`src/rtl/ppu_vram_arbiter.sv`:
```
// PPU VRAM/CHR bus arbiter: render fetch priority, CPU $2007 slot, read buffer, palette redirect.
// Optional starvation guard enabled by defining PPU_ARB_STARVE_EN.
module ppu_vram_arbiter #(
  parameter int ADDR_W       = 14,
  parameter int DATA_W       = 8,
  parameter int STARVE_LIMIT = 64
) (
  input  logic              clock,
  input  logic              reset,
  input  logic              rend_req,
  input  logic [ADDR_W-1:0] rend_addr,
  output logic              rend_stall,
  input  logic              cpu_req,
  input  logic              cpu_we,
  input  logic [ADDR_W-1:0] cpu_addr,
  input  logic [DATA_W-1:0] cpu_wdata,
  output logic              cpu_busy,
  output logic              cpu_ack,
  output logic [DATA_W-1:0] cpu_rdata,
  output logic [ADDR_W-1:0] vram_addr,
  output logic [DATA_W-1:0] vram_wdata,
  output logic              vram_we,
  input  logic [DATA_W-1:0] vram_rdata,
  output logic [4:0]        pal_addr,
  output logic              pal_we,
  input  logic [DATA_W-1:0] pal_rdata
);

  typedef enum logic [1:0] {
    S_IDLE = 2'd0,
    S_WAIT = 2'd1,
    S_ADDR = 2'd2,
    S_DATA = 2'd3
  } state_t;

  localparam logic [ADDR_W-1:0] PAL_MASK = ADDR_W'(14'h2FFF);

  state_t              state_q, state_d;
  logic                we_q, we_d;
  logic [ADDR_W-1:0]   addr_q, addr_d;
  logic [DATA_W-1:0]   wdata_q, wdata_d;
  logic [DATA_W-1:0]   buf_q, buf_d;
  logic [DATA_W-1:0]   rdata_q, rdata_d;
  logic                ack_q, ack_d;
  logic                starved;
  logic                cpu_slot;
  logic                pal_range;

`ifdef PPU_ARB_STARVE_EN
  localparam int CNT_W = $clog2(STARVE_LIMIT + 1);

  logic [CNT_W-1:0] starve_q, starve_d;

  // Counter holds the number of WAIT cycles already spent; the current one makes it LIMIT.
  assign starved = (starve_q >= CNT_W'(STARVE_LIMIT - 1));

  always_comb begin
    starve_d = '0;
    if (state_q == S_WAIT && state_d == S_WAIT) begin
      starve_d = (starve_q == CNT_W'(STARVE_LIMIT)) ? starve_q : starve_q + 1'b1;
    end
  end

  always_ff @(posedge clock or posedge reset) begin
    if (reset) starve_q <= '0;
    else       starve_q <= starve_d;
  end
`else
  logic unused_starve;
  assign unused_starve = (STARVE_LIMIT != 0);
  assign starved       = 1'b0;
`endif

  assign cpu_slot  = (state_q == S_ADDR) || (state_q == S_DATA);
  assign pal_range = (addr_q[13:8] == 6'h3F);

  always_comb begin
    state_d = state_q;
    we_d    = we_q;
    addr_d  = addr_q;
    wdata_d = wdata_q;
    buf_d   = buf_q;
    rdata_d = rdata_q;
    ack_d   = 1'b0;
    case (state_q)
      S_IDLE: begin
        if (cpu_req) begin
          we_d    = cpu_we;
          addr_d  = cpu_addr;
          wdata_d = cpu_wdata;
          state_d = rend_req ? S_WAIT : S_ADDR;
        end
      end
      S_WAIT: begin
        if (!rend_req || starved) state_d = S_ADDR;
      end
      S_ADDR: state_d = S_DATA;
      S_DATA: begin
        state_d = S_IDLE;
        ack_d   = 1'b1;
        // Palette reads bypass the buffer, but the buffer still loads the nametable byte underneath.
        if (!we_q) begin
          rdata_d = pal_range ? pal_rdata : buf_q;
          buf_d   = vram_rdata;
        end
      end
      default: state_d = S_IDLE;
    endcase
  end

  // ---- control and architecturally visible registers ----
  always_ff @(posedge clock or posedge reset) begin
    if (reset) begin
      state_q <= S_IDLE;
      buf_q   <= '0;
      rdata_q <= '0;
      ack_q   <= 1'b0;
    end else begin
      state_q <= state_d;
      buf_q   <= buf_d;
      rdata_q <= rdata_d;
      ack_q   <= ack_d;
    end
  end

  // ---- latched request fields ----
  always_ff @(posedge clock) begin
    we_q    <= we_d;
    addr_q  <= addr_d;
    wdata_q <= wdata_d;
  end

  always_comb begin
    vram_addr = rend_addr;
    if (cpu_slot) vram_addr = pal_range ? (addr_q & PAL_MASK) : addr_q;
  end

  // $3F10/14/18/1C alias the backdrop entries $3F00/04/08/0C.
  assign pal_addr   = {addr_q[4] & (addr_q[1:0] != 2'b00), addr_q[3:0]};
  assign vram_we    = (state_q == S_ADDR) && we_q && !pal_range;
  assign pal_we     = (state_q == S_ADDR) && we_q && pal_range;
  assign vram_wdata = wdata_q;
  assign rend_stall = rend_req && cpu_slot;
  assign cpu_busy   = (state_q != S_IDLE);
  assign cpu_ack    = ack_q;
  assign cpu_rdata  = rdata_q;

endmodule

```
`config.mk`:
```
export PLATFORM = sky130hd
export DESIGN_NAME = ppu_vram_arbiter
export DESIGN_NICKNAME = d
export VERILOG_FILES = /design/src/rtl/ppu_vram_arbiter.sv
export SDC_FILE = /design/constraint.sdc
export NUM_CORES = 1
export LEC_CHECK = 0
export CAP_MARGIN = 10
export CORE_ASPECT_RATIO = 0.6
export CORE_MARGIN = 2
export CORE_UTILIZATION = 43
export CTS_CLUSTER_SIZE = 30
export DETAILED_ROUTE_END_ITERATION = 10
export HOLD_SLACK_MARGIN = 0.1
export PLACE_DENSITY = 0.85
export SKIP_CTS_REPAIR_TIMING = 1
export SYNTH_ARGS = -nofsm -noshare
export SYNTH_HDL_FRONTEND = slang
export SYNTH_SLANG_ARGS = --single-unit
```
`constraint.sdc`:
```
create_clock -name clock -period 6.5 [get_ports clock]
set_input_delay 0.65 -clock clock [delete_from_list [all_inputs] [get_ports clock]]
set_output_delay 0.65 -clock clock [all_outputs]
set_load 0.005 [all_outputs]
```
Yosys cells after proc, flatten, opt, wreduce, memory -nomap -nowiden --
Index checks and enable logic that the tools add are counted.
Storage, ports and cells: register bits after elaboration 42, bits in read-only memories 0, memories kept 0, bits in latches 0, RAM bits 0, word-level logic and storage cells 35
Cells by class: mux-type cells 8, eq/ne operators 6, add/subtract/negate cells 0, divide/modulo/power cells 0, bitwise logic cells 2, multiply operators 0, shift-type cells 0, reductions and logical operators 12, $lt $le $gt $ge 0
Operators with widths (count):
- 14-bit 2-to-1 mux | 1
- 13-bit 2-to-1 mux | 1
- 8-bit 2-to-1 mux | 1
- 2-bit one-hot mux with 4 select lines | 1
- 6-bit equality test, second input constant | 1
- 2-bit 2-to-1 mux | 3
- 2-bit AND reduction | 3
- 2-bit equality test, second input constant | 2
- 1-bit logical AND | 4
- 2-bit inequality test, second input constant | 2
- 2-bit nonzero test | 2
- 2-bit by 1-bit equality test with 1-bit output, second input constant | 1
- 2-bit zero test | 1
- 1-bit bitwise AND | 1
- 1-bit zero test | 1
- 1-bit logical OR | 1
- 1-bit 2-to-1 mux | 1
- 1-bit inverter | 1

Longest topological paths before layout --
Gate-level depths: netlist of run 1.
word-level depth 3, gate-level depth with buffers 6, gate-level depth less buffers 5

Worst setup path after synthesis of run 1 --
OpenSTA, ideal clock, no wires.
path kind register to register, from register state_q[1], to register addr_q[0], enable pin, data arrival time 1966 ps, path buffers 1, clock period less this slack 2369 ps, setup time 403 ps, stages on the path, launching flop included 6, slack 4131 ps, cells stage by stage dfrtp_1 buf_2 inv_1 ha_1 inv_1 nor2_1
On the way: cells in the longest elaborated chain, start to end 2
RTL lines:
- start, declared | RTL line 38 | state_t state_q, state_d;
- start signal, assigned | RTL line 119 | state_q <= state_d;
- 2-bit zero test | RTL line 85 | case (state_q)
- 2-bit AND reduction (no line)
- end signal, assigned | RTL line 129 | addr_q <= addr_d;
- end, declared | RTL line 40 | logic [ADDR_W-1:0] addr_q, addr_d;
No other way between the ends. A chain may end at the register's enable or synchronous reset.

Worst setup path in the final report of run 1 --
from register state_q[1], to output port vram_addr[13]
On the way: cells in the longest elaborated chain, start to end 3, elaborated cells on any way between the ends 4, classes of those cells 2 x eq/ne; 1 x mux; 1 x reduce/logical
RTL lines:
- 2-bit equality test | RTL line 74 | assign cpu_slot = (state_q == S_ADDR) || (state_q == S_DATA);
- 1-bit logical OR * | RTL line 74
- 14-bit 2-to-1 mux * | RTL line 135 | if (cpu_slot) vram_addr = pal_range ? (addr_q & PAL_MASK) : addr_q;
- end, declared | RTL line 20 | output logic [ADDR_W-1:0] vram_addr,
Every way passes the cells marked *; elsewhere a longest branch is shown, timed or not.

==> impl_metrics.env, run 1 <==
export IMPL_hold_depth=2
export IMPL_fill_cells=310
export IMPL_synth_seq_cells=42
export IMPL_synthFlopType="edfxtp_1"
export IMPL_port_buffers=96
export IMPL_htreeDepth=2
export IMPL_yosys_warnings=0
export IMPL_overflow=0
export IMPL_wl_per_cell_um=15.0
export IMPL_fp_dieW_um=89.7
export IMPL_clk_pin_slew_ps=80
export IMPL_cts_sinks=42
export IMPL_drt_total_wl_um=4620
export IMPL_setup_violations=0
export IMPL_worstPathRequired_ps=5850
export IMPL_timing_hold_ws_ps=478
export IMPL_synth_distinct_cells=22
export IMPL_syn_nets=217
export IMPL_drive_above_1_share=0.0850
export IMPL_grt_pass1_wl_um=7320
export IMPL_period_minus_slack_ps=2860
export IMPL_rsz0062_at_grt="no"
export IMPL_drt_vias_per_instance=4.92
export IMPL_synthCells=155
export IMPL_place_gp_congestion=0.778
export IMPL_dieArea_sq_mm=0.00498
export IMPL_finalClockSkew_ps=6.80
export IMPL_grt_use_total=0.187
export IMPL_grt_max_degree=24
export IMPL_slew_viol_final=0
export IMPL_post_dp_hpwl_um=3480
export IMPL_cts_tree="built"
export IMPL_clock_path_buffers=2
export IMPL_critPathArrivalTime_ps=2210
export IMPL_via_count=1511
export IMPL_tightest_slew_ps=1120
export IMPL_rows=18
export IMPL_layout_nets=308
export IMPL_cellLeakagePower_uw=0.00115
export IMPL_setup_tns_final_ps=0
export IMPL_postRouteAntennaNets=0
export IMPL_insertion_delay_ps=290
export IMPL_cts_inserted_buffers=5
export IMPL_synth_area_sq_mm=0.00190
export IMPL_endpoint_kind="output pin"
export IMPL_antenna_cells=0
export IMPL_antenna_found_initial=0
export IMPL_yosysSeqAreaShare=0.615
export IMPL_drc=0
export IMPL_core_sq_mm=0.00417
export IMPL_max_cap_violations=0
export IMPL_crit_type="flip-flop to output pin"
export IMPL_yosysMostFrequentCell="nand2_1"
export IMPL_slew_headroom=0.251
export IMPL_regArea_sq_mm=0.00117
export IMPL_p_per_area_mw_per_mm2=364
export IMPL_synth_edff_count=23
export IMPL_max_freq_mhz=349
export IMPL_place_inst=299
export IMPL_period_share=0.441
export IMPL_yosys_top_cells_area="edfxtp_1, dfrtp_1, mux2_2, nand2_1, a41oi_1"
export IMPL_dr_first_iter_drc_count=45
export IMPL_p_total_uw=1070
export IMPL_hold_class="flip-flop to flip-flop"
export IMPL_crit_fanout=15
export IMPL_cts_root_buf="clkbuf_8"
export IMPL_ir_drop_uv=168
export IMPL_hold_viol=0
export IMPL_synth_commonest_cells="nand2_1, edfxtp_1, dfrtp_1, mux2_2, nor2_1"
export IMPL_status="complete, no violations"
export IMPL_dp_slack_ps=3960
export IMPL_grt_pass1_vias=1488
export IMPL_area_growth_pct=55.2
export IMPL_firstDrtPassIters=4
export IMPL_synth_area_leader_cell="edfxtp_1"
export IMPL_synthArstFlopShare=0.452
export IMPL_final_cell_count_no_fill=307
export IMPL_r2r_cells=4
export IMPL_syn_area_per_cell_sq_um=12.2
export IMPL_multi_input_area_sq_um=609
export IMPL_start_util=0.455
export IMPL_io_pins=97
export IMPL_cp_start_kind="flip-flop"
export IMPL_synth_top_area_share=0.364
export IMPL_die_h_um=55.4
export IMPL_fin_ws_ps=3640
[layout make-up]
type	count	share of cell area
clock inverter	2	0.0127
sequential	42	0.396
timing repair buffer	96	0.326
tap	60	0.0255
clock buffer	6	0.0246
inverter	6	0.00765
multi-input combinational	95	0.207
[state kept, by name, indices dropped and copies added (netlist names)]
name and flops:
addr_q 14, buf_q 8, cpu_ack 1, cpu_rdata 8
state_q 2, vram_wdata 8, we_q 1
[logic make-up after synthesis]
family | count (synthesis) | synth area share
flip-flops | 42 | 0.615
AO/OA/AOI/OAI | 28 | 0.0924
buffers and inverters | 18 | 0.0653
AND/OR/NAND/NOR | 45 | 0.0963
multiplexers | 17 | 0.0983
adder cells (fa/ha/maj) | 5 | 0.0330
[path summary, 6_finish.rpt]
check                                 to  slack (ps)  startpoint
max                        vram_addr[13]        3640  state_q[1]
min                             buf_q[0]         480    buf_q[0]
max reg2reg                vram_wdata[3]        4170  state_q[1]
min reg2reg                     buf_q[0]         480    buf_q[0]
max in group asynchronous     state_q[0]        5260       reset
min in group asynchronous       buf_q[3]         780       reset
[per-layer routing]
layer	vias up	wire length, um	GRT usage
li1	724	-	-
met1	720	2030	0.242
met2	60	2240	0.310
met3	7	305	0.0587
met4	0	38	0.0484
met5	-	0	0
[through the flow]
stage / cell area, sq um / utilization
global route: 2940 / 0.707
floorplan: 1900 / -
detailed placement: 2830 / 0.680
global placement: 2830 / 0.680
finish: 2940 / 0.707
CTS: 2940 / 0.707
[report_power, final]
group	switching, uW	internal (uW)	leakage, uW	total [uW]
Sequential	59.1	374	0.000434	434
Combinational	173	262	0.000666	435
Clock	88.4	115	0.0000514	203
Total	320	751	0.00115	1070
[critical path, stage by stage, from the launching register on]
cell,delay [ps]
dfrtp_1,590
ha_1,350
nor2_1,170
mux2_2,360
clkdlybuf4s50_1,450
[cells in the final DEF, fill, tap and decap left out]
cell	instances
o21a_1	1
nand4_1	1
nand2b_1	1
and4_1	1
nand2_1	27
mux2i_1	4
bufinv_16	1
a41oi_1	8
nor2_1	12
clkdlybuf4s50_1	96
nor3_1	1
nor2_2	1
nor2b_1	1
mux2_2	13
inv_1	6
o21ai_0	10
a22oi_1	1
ha_1	5
a21oi_1	8
clkinvlp_4	1
dfrtp_1	19
clkbuf_1	1
edfxtp_1	23
clkbuf_8	5
Power figures use the tool's default switching activity.
==> inputs of run 2 (changes only) <==
- CORE_UTILIZATION: 43 -> 40
- PLACE_DENSITY: 0.85 -> 0.8
- clock period: 6.5 -> 2.7 ns (I/O delays scaled with it)
==> impl_metrics.env, run 2 (synthesized netlist as in run 1, its figures left out) <==
export IMPL_fp_dieW_um=92.9
export IMPL_clk_pin_slew_ps=80
export IMPL_max_freq_mhz=430
export IMPL_start_util=0.416
export IMPL_r2r_start="state_q[1]"
export IMPL_place_gp_congestion=0.809
export IMPL_cts_inserted_buffers=5
export IMPL_firstDrtPassIters=4
export IMPL_top_register="addr_q"
export IMPL_cp_slowest_cell="dfrtp_1"
export IMPL_cp_start_kind="flip-flop"
export IMPL_p_total_uw=2520
export IMPL_postRouteAntennaNets=0
export IMPL_drive_above_1_share=0.0920
export IMPL_dieArea_sq_mm=0.00533
export IMPL_antenna_found_initial=0
export IMPL_slew_viol_final=0
export IMPL_critPathTopFamily="flip-flops"
export IMPL_slowest_delay_ps=490
export IMPL_crit_start="state_q[1]"
export IMPL_hold_class="input port to asynchronous set/reset pin"
export IMPL_critPathArrivalTime_ps=2050
export IMPL_worstPathCellList="ha_1 -> nor2_1 -> mux2_2 -> clkdlybuf4s50_1"
export IMPL_largest_reg_flops=14
export IMPL_reg2reg_slack_ps=890
export IMPL_crit_fanout=8
export IMPL_layout_commonest_cell="clkdlybuf4s50_1"
export IMPL_period_minus_slack_ps=2320
export IMPL_rows=19
export IMPL_htreeDepth=2
export IMPL_die_h_um=57.3
export IMPL_fill_cells=351
export IMPL_grt_pass1_vias=1502
export IMPL_status="complete, no violations"
export IMPL_grt_pass1_wl_um=7710
export IMPL_clock_path_buffers=2
export IMPL_cts_sinks=42
export IMPL_max_cap_violations=0
export IMPL_post_dp_hpwl_um=3690
export IMPL_finalClockSkew_ps=10.3
export IMPL_port_buffers=96
export IMPL_p_per_area_mw_per_mm2=857
export IMPL_cts_tree="built"
export IMPL_critPathBufInv=1
export IMPL_io_pins=97
export IMPL_setup_tns_final_ps=0
export IMPL_drt_vias_per_instance=4.75
export IMPL_core_sq_mm=0.00456
export IMPL_cellLeakagePower_uw=0.00116
export IMPL_drt_total_wl_um=4740
export IMPL_tightest_slew_ps=705
export IMPL_rsz0062_at_grt="no"
export IMPL_layout_nets=311
export IMPL_grt_max_degree=24
export IMPL_cts_root_buf="clkbuf_8"
export IMPL_via_count=1486
export IMPL_hold_viol=0
export IMPL_area_growth_pct=55.3
export IMPL_setup_violations=0
export IMPL_mostFrequentLayoutCells="clkdlybuf4s50_1, nand2_1, edfxtp_1"
export IMPL_dr_first_iter_drc_count=38
export IMPL_ir_drop_uv=395
export IMPL_worstPathRequired_ps=2430
export IMPL_insertion_delay_ps=300
export IMPL_antenna_cells=0
export IMPL_period_share=0.861
export IMPL_drc=0
export IMPL_endpoint_kind="output pin"
export IMPL_crit_type="flip-flop to output pin"
export IMPL_wl_per_cell_um=15.2
export IMPL_grt_use_total=0.194
export IMPL_slew_headroom=0.530
export IMPL_overflow=0
run 2: report_power, final:
group	switching, uW	internal [uW]
sequential	128	900
combinational	447	648
clock	218	183
total	793	1730
run 2: area by class of cell:
cell class                 count  area, sq um  share of cell area
sequential                    42         1170               0.396
clock inverter                 2         12.5             0.00425
tap                           63         78.8              0.0268
clock buffer                   6         72.6              0.0246
timing repair buffer          99          983               0.334
multi-input combinational     95          609               0.207
inverter                       6         22.5             0.00765
run 2: path summary, 6_finish.rpt:
path                                  to  cells past startpoint
hold / removal              cpu_rdata[5]                      2
setup reg to reg               addr_q[5]                      6
min in group clock              buf_q[2]                      2
max in group asynchronous       buf_q[4]                      2
hold reg to reg                 buf_q[2]                      2
setup / recovery           vram_addr[13]                      4
run 2: metrics by stage:
| stage | util | cell area, sq um | setup WS, ps | hold WS (ps) | std cells |
|---|---|---|---|---|---|
| final | 0.645 | 2950 | 376 | 394 | 313 |
| after detailed placement | 0.627 | 2860 | 674 | 460 | 305 |
| after CTS | 0.645 | 2950 | 359 | 436 | 313 |
| after floorplan | - | 1900 | 331 | 221 | 155 |
| after global routing | 0.645 | 2950 | 266 | 463 | 313 |
| after global placement | 0.627 | 2860 | 751 | 459 | 305 |
run 2: layer usage:
metal  vias to the layer above  wire length (um)  GRT usage
met5                         -                 0          0
met4                         0                77     0.0756
met3                        10               423     0.0700
met2                        61              2170      0.295
met1                       681              2080      0.257
li1                        734                 -          -
run 2: worst reg2reg max path, cell delays in order (launching register included):
cell	delay (ps)
dfrtp_1	490
buf_4	220
inv_1	140
ha_1	180
inv_1	60
nor2_2	100
buf_4	290
==> inputs of run 3 (changes only) <==
==> constraint.sdc (replaced) <==
create_clock -name clock -period 2.39 [get_ports clock]
set_input_delay 0.239 -clock clock [delete_from_list [all_inputs] [get_ports clock]]
set_output_delay 0.239 -clock clock [all_outputs]
set_load 0.05 [all_outputs]
==> impl_metrics.env, run 3 (synthesized netlist as in run 1, its figures left out) <==
export IMPL_largest_reg_flops=14
export IMPL_mostFrequentLayoutCells="clkdlybuf4s50_1, nand2_1, edfxtp_1"
export IMPL_slew_viol_final=0
export IMPL_drive_above_1_share=0.131
export IMPL_hold_class="input port to asynchronous set/reset pin"
export IMPL_crit_fanout=15
export IMPL_switching_share=0.432
export IMPL_cp_start_kind="flip-flop"
export IMPL_place_inst=306
export IMPL_fin_util=0.661
export IMPL_setup_tns_final_ps=0
export IMPL_grt_use_total=0.182
export IMPL_setup_violations=0
export IMPL_rows=19
export IMPL_overflow=0
export IMPL_combinationalPowerShare=0.520
export IMPL_core_sq_mm=0.00456
export IMPL_finalClockSkew_ps=4.76
export IMPL_layout_nets=312
export IMPL_cellLeakagePower_uw=0.00120
export IMPL_switchingPower_uw=1660
export IMPL_cts_inserted_buffers=5
export IMPL_die_h_um=57.3
export IMPL_hold_viol=0
export IMPL_fp_dieW_um=92.9
export IMPL_ir_drop_uv=667
export IMPL_postRouteAntennaNets=0
export IMPL_layout_commonest_cell="clkdlybuf4s50_1"
export IMPL_timing_hold_ws_ps=379
export IMPL_drc=0
export IMPL_slowest_delay_ps=710
export IMPL_drt_vias_per_instance=4.81
export IMPL_regArea_sq_mm=0.00117
export IMPL_slew_headroom=0.502
export IMPL_p_per_area_mw_per_mm2=1270
export IMPL_stdcell_area_sq_mm=0.00302
export IMPL_dr_first_iter_drc_count=119
export IMPL_htreeDepth=2
export IMPL_endpoint_kind="output pin"
export IMPL_grt_pass1_vias=1452
export IMPL_r2r_start="state_q[1]"
export IMPL_status="complete, no violations"
export IMPL_insertion_delay_ps=290
export IMPL_clock_path_buffers=2
export IMPL_area_growth_pct=59.0
export IMPL_r2r_end="cpu_rdata[7]"
export IMPL_firstDrtPassIters=4
export IMPL_rsz0062_at_grt="no"
export IMPL_worstPathRequired_ps=2150
export IMPL_cts_tree="built"
export IMPL_clk_pin_slew_ps=80
export IMPL_sequentialPowerShare=0.306
export IMPL_antenna_found_initial=0
export IMPL_grt_max_degree=24
export IMPL_intPower_uw=2180
export IMPL_crit_type="flip-flop to output pin"
export IMPL_r2r_cells=4
export IMPL_drt_total_wl_um=4650
export IMPL_via_count=1510
export IMPL_port_buffers=96
export IMPL_io_pins=97
export IMPL_multi_input_area_sq_um=609
export IMPL_period_share=0.910
export IMPL_worstPathCellList="mux2_2 -> clkdlybuf4s50_1"
export IMPL_cp_slowest_cell="clkdlybuf4s50_1"
export IMPL_tightest_slew_ps=747
export IMPL_final_cell_count_no_fill=314
export IMPL_critPathArrivalTime_ps=1930
export IMPL_max_cap_violations=0
export IMPL_dieArea_sq_mm=0.00533
export IMPL_postPlaceCellArea_sq_mm=0.00288
export IMPL_grt_pass1_wl_um=7440
export IMPL_p_clk_frac=0.174
export IMPL_antenna_cells=0
export IMPL_period_minus_slack_ps=2170
export IMPL_top_register="addr_q"
export IMPL_start_util=0.416
export IMPL_cts_sinks=42
export IMPL_post_dp_hpwl_um=3500
export IMPL_reg2reg_slack_ps=600
export IMPL_cts_root_buf="clkbuf_8"
export IMPL_max_freq_mhz=460
export IMPL_fill_cells=351
export IMPL_place_gp_congestion=0.763
export IMPL_wl_per_cell_um=14.8
==> run 3: how the worst max path moves through the flow <==
stage               start           end  depth (start not counted)
2_1_floorplan  state_q[1]     addr_q[0]                          5
3_3_place_gp   state_q[1]  vram_addr[9]                          2
3_5_place_dp   state_q[1]  vram_addr[6]                          2
4_1_cts        state_q[1]  vram_addr[6]                          2
5_1_grt        state_q[1]  vram_addr[5]                          2
6_report       state_q[1]  vram_addr[6]                          2
==> run 3: cell type report <==
type                    count  share of cell area
flip-flops and latches     42               0.387
multi-input cells          95               0.202
inverters                   6             0.00747
clock inverters             3              0.0228
repair buffers            100               0.332
clock buffers               5              0.0228
well taps                  63              0.0261
==> run 3: per-stage QoR <==
| step | setup WS (ps) | power, uW |
|---|---|---|
| 3_5_place_dp | 359 | 3190 |
| 4_1_cts | 27.5 | 3870 |
| 5_1_grt | 133 | 4040 |
| 2_1_floorplan | 168 | 2540 |
| 6_report | 216 | 3840 |
| 3_3_place_gp | 390 | 3150 |
==> run 3: power by group through the flow <==
stage	Sequential (uW)	Combinational, uW	Clock (uW)
floorplan	1450	1090	0
global route	1210	2110	723
detailed placement	1190	2010	0
finish	1170	2000	670
global placement	1180	1970	0
CTS	1170	2010	688
==> run 3: worst max-delay path, delay by kind of cell (launching register included) <==
family	cells	cell delay, ps
flip-flops	1	560
buffers and inverters	1	710
multiplexers	1	370
==> run 3: layer usage <==
metal,track usage,routed length [um]
met5,0,0
met3,0.0608,435
met1,0.257,2130
met4,0.0378,36
met2,0.278,2050
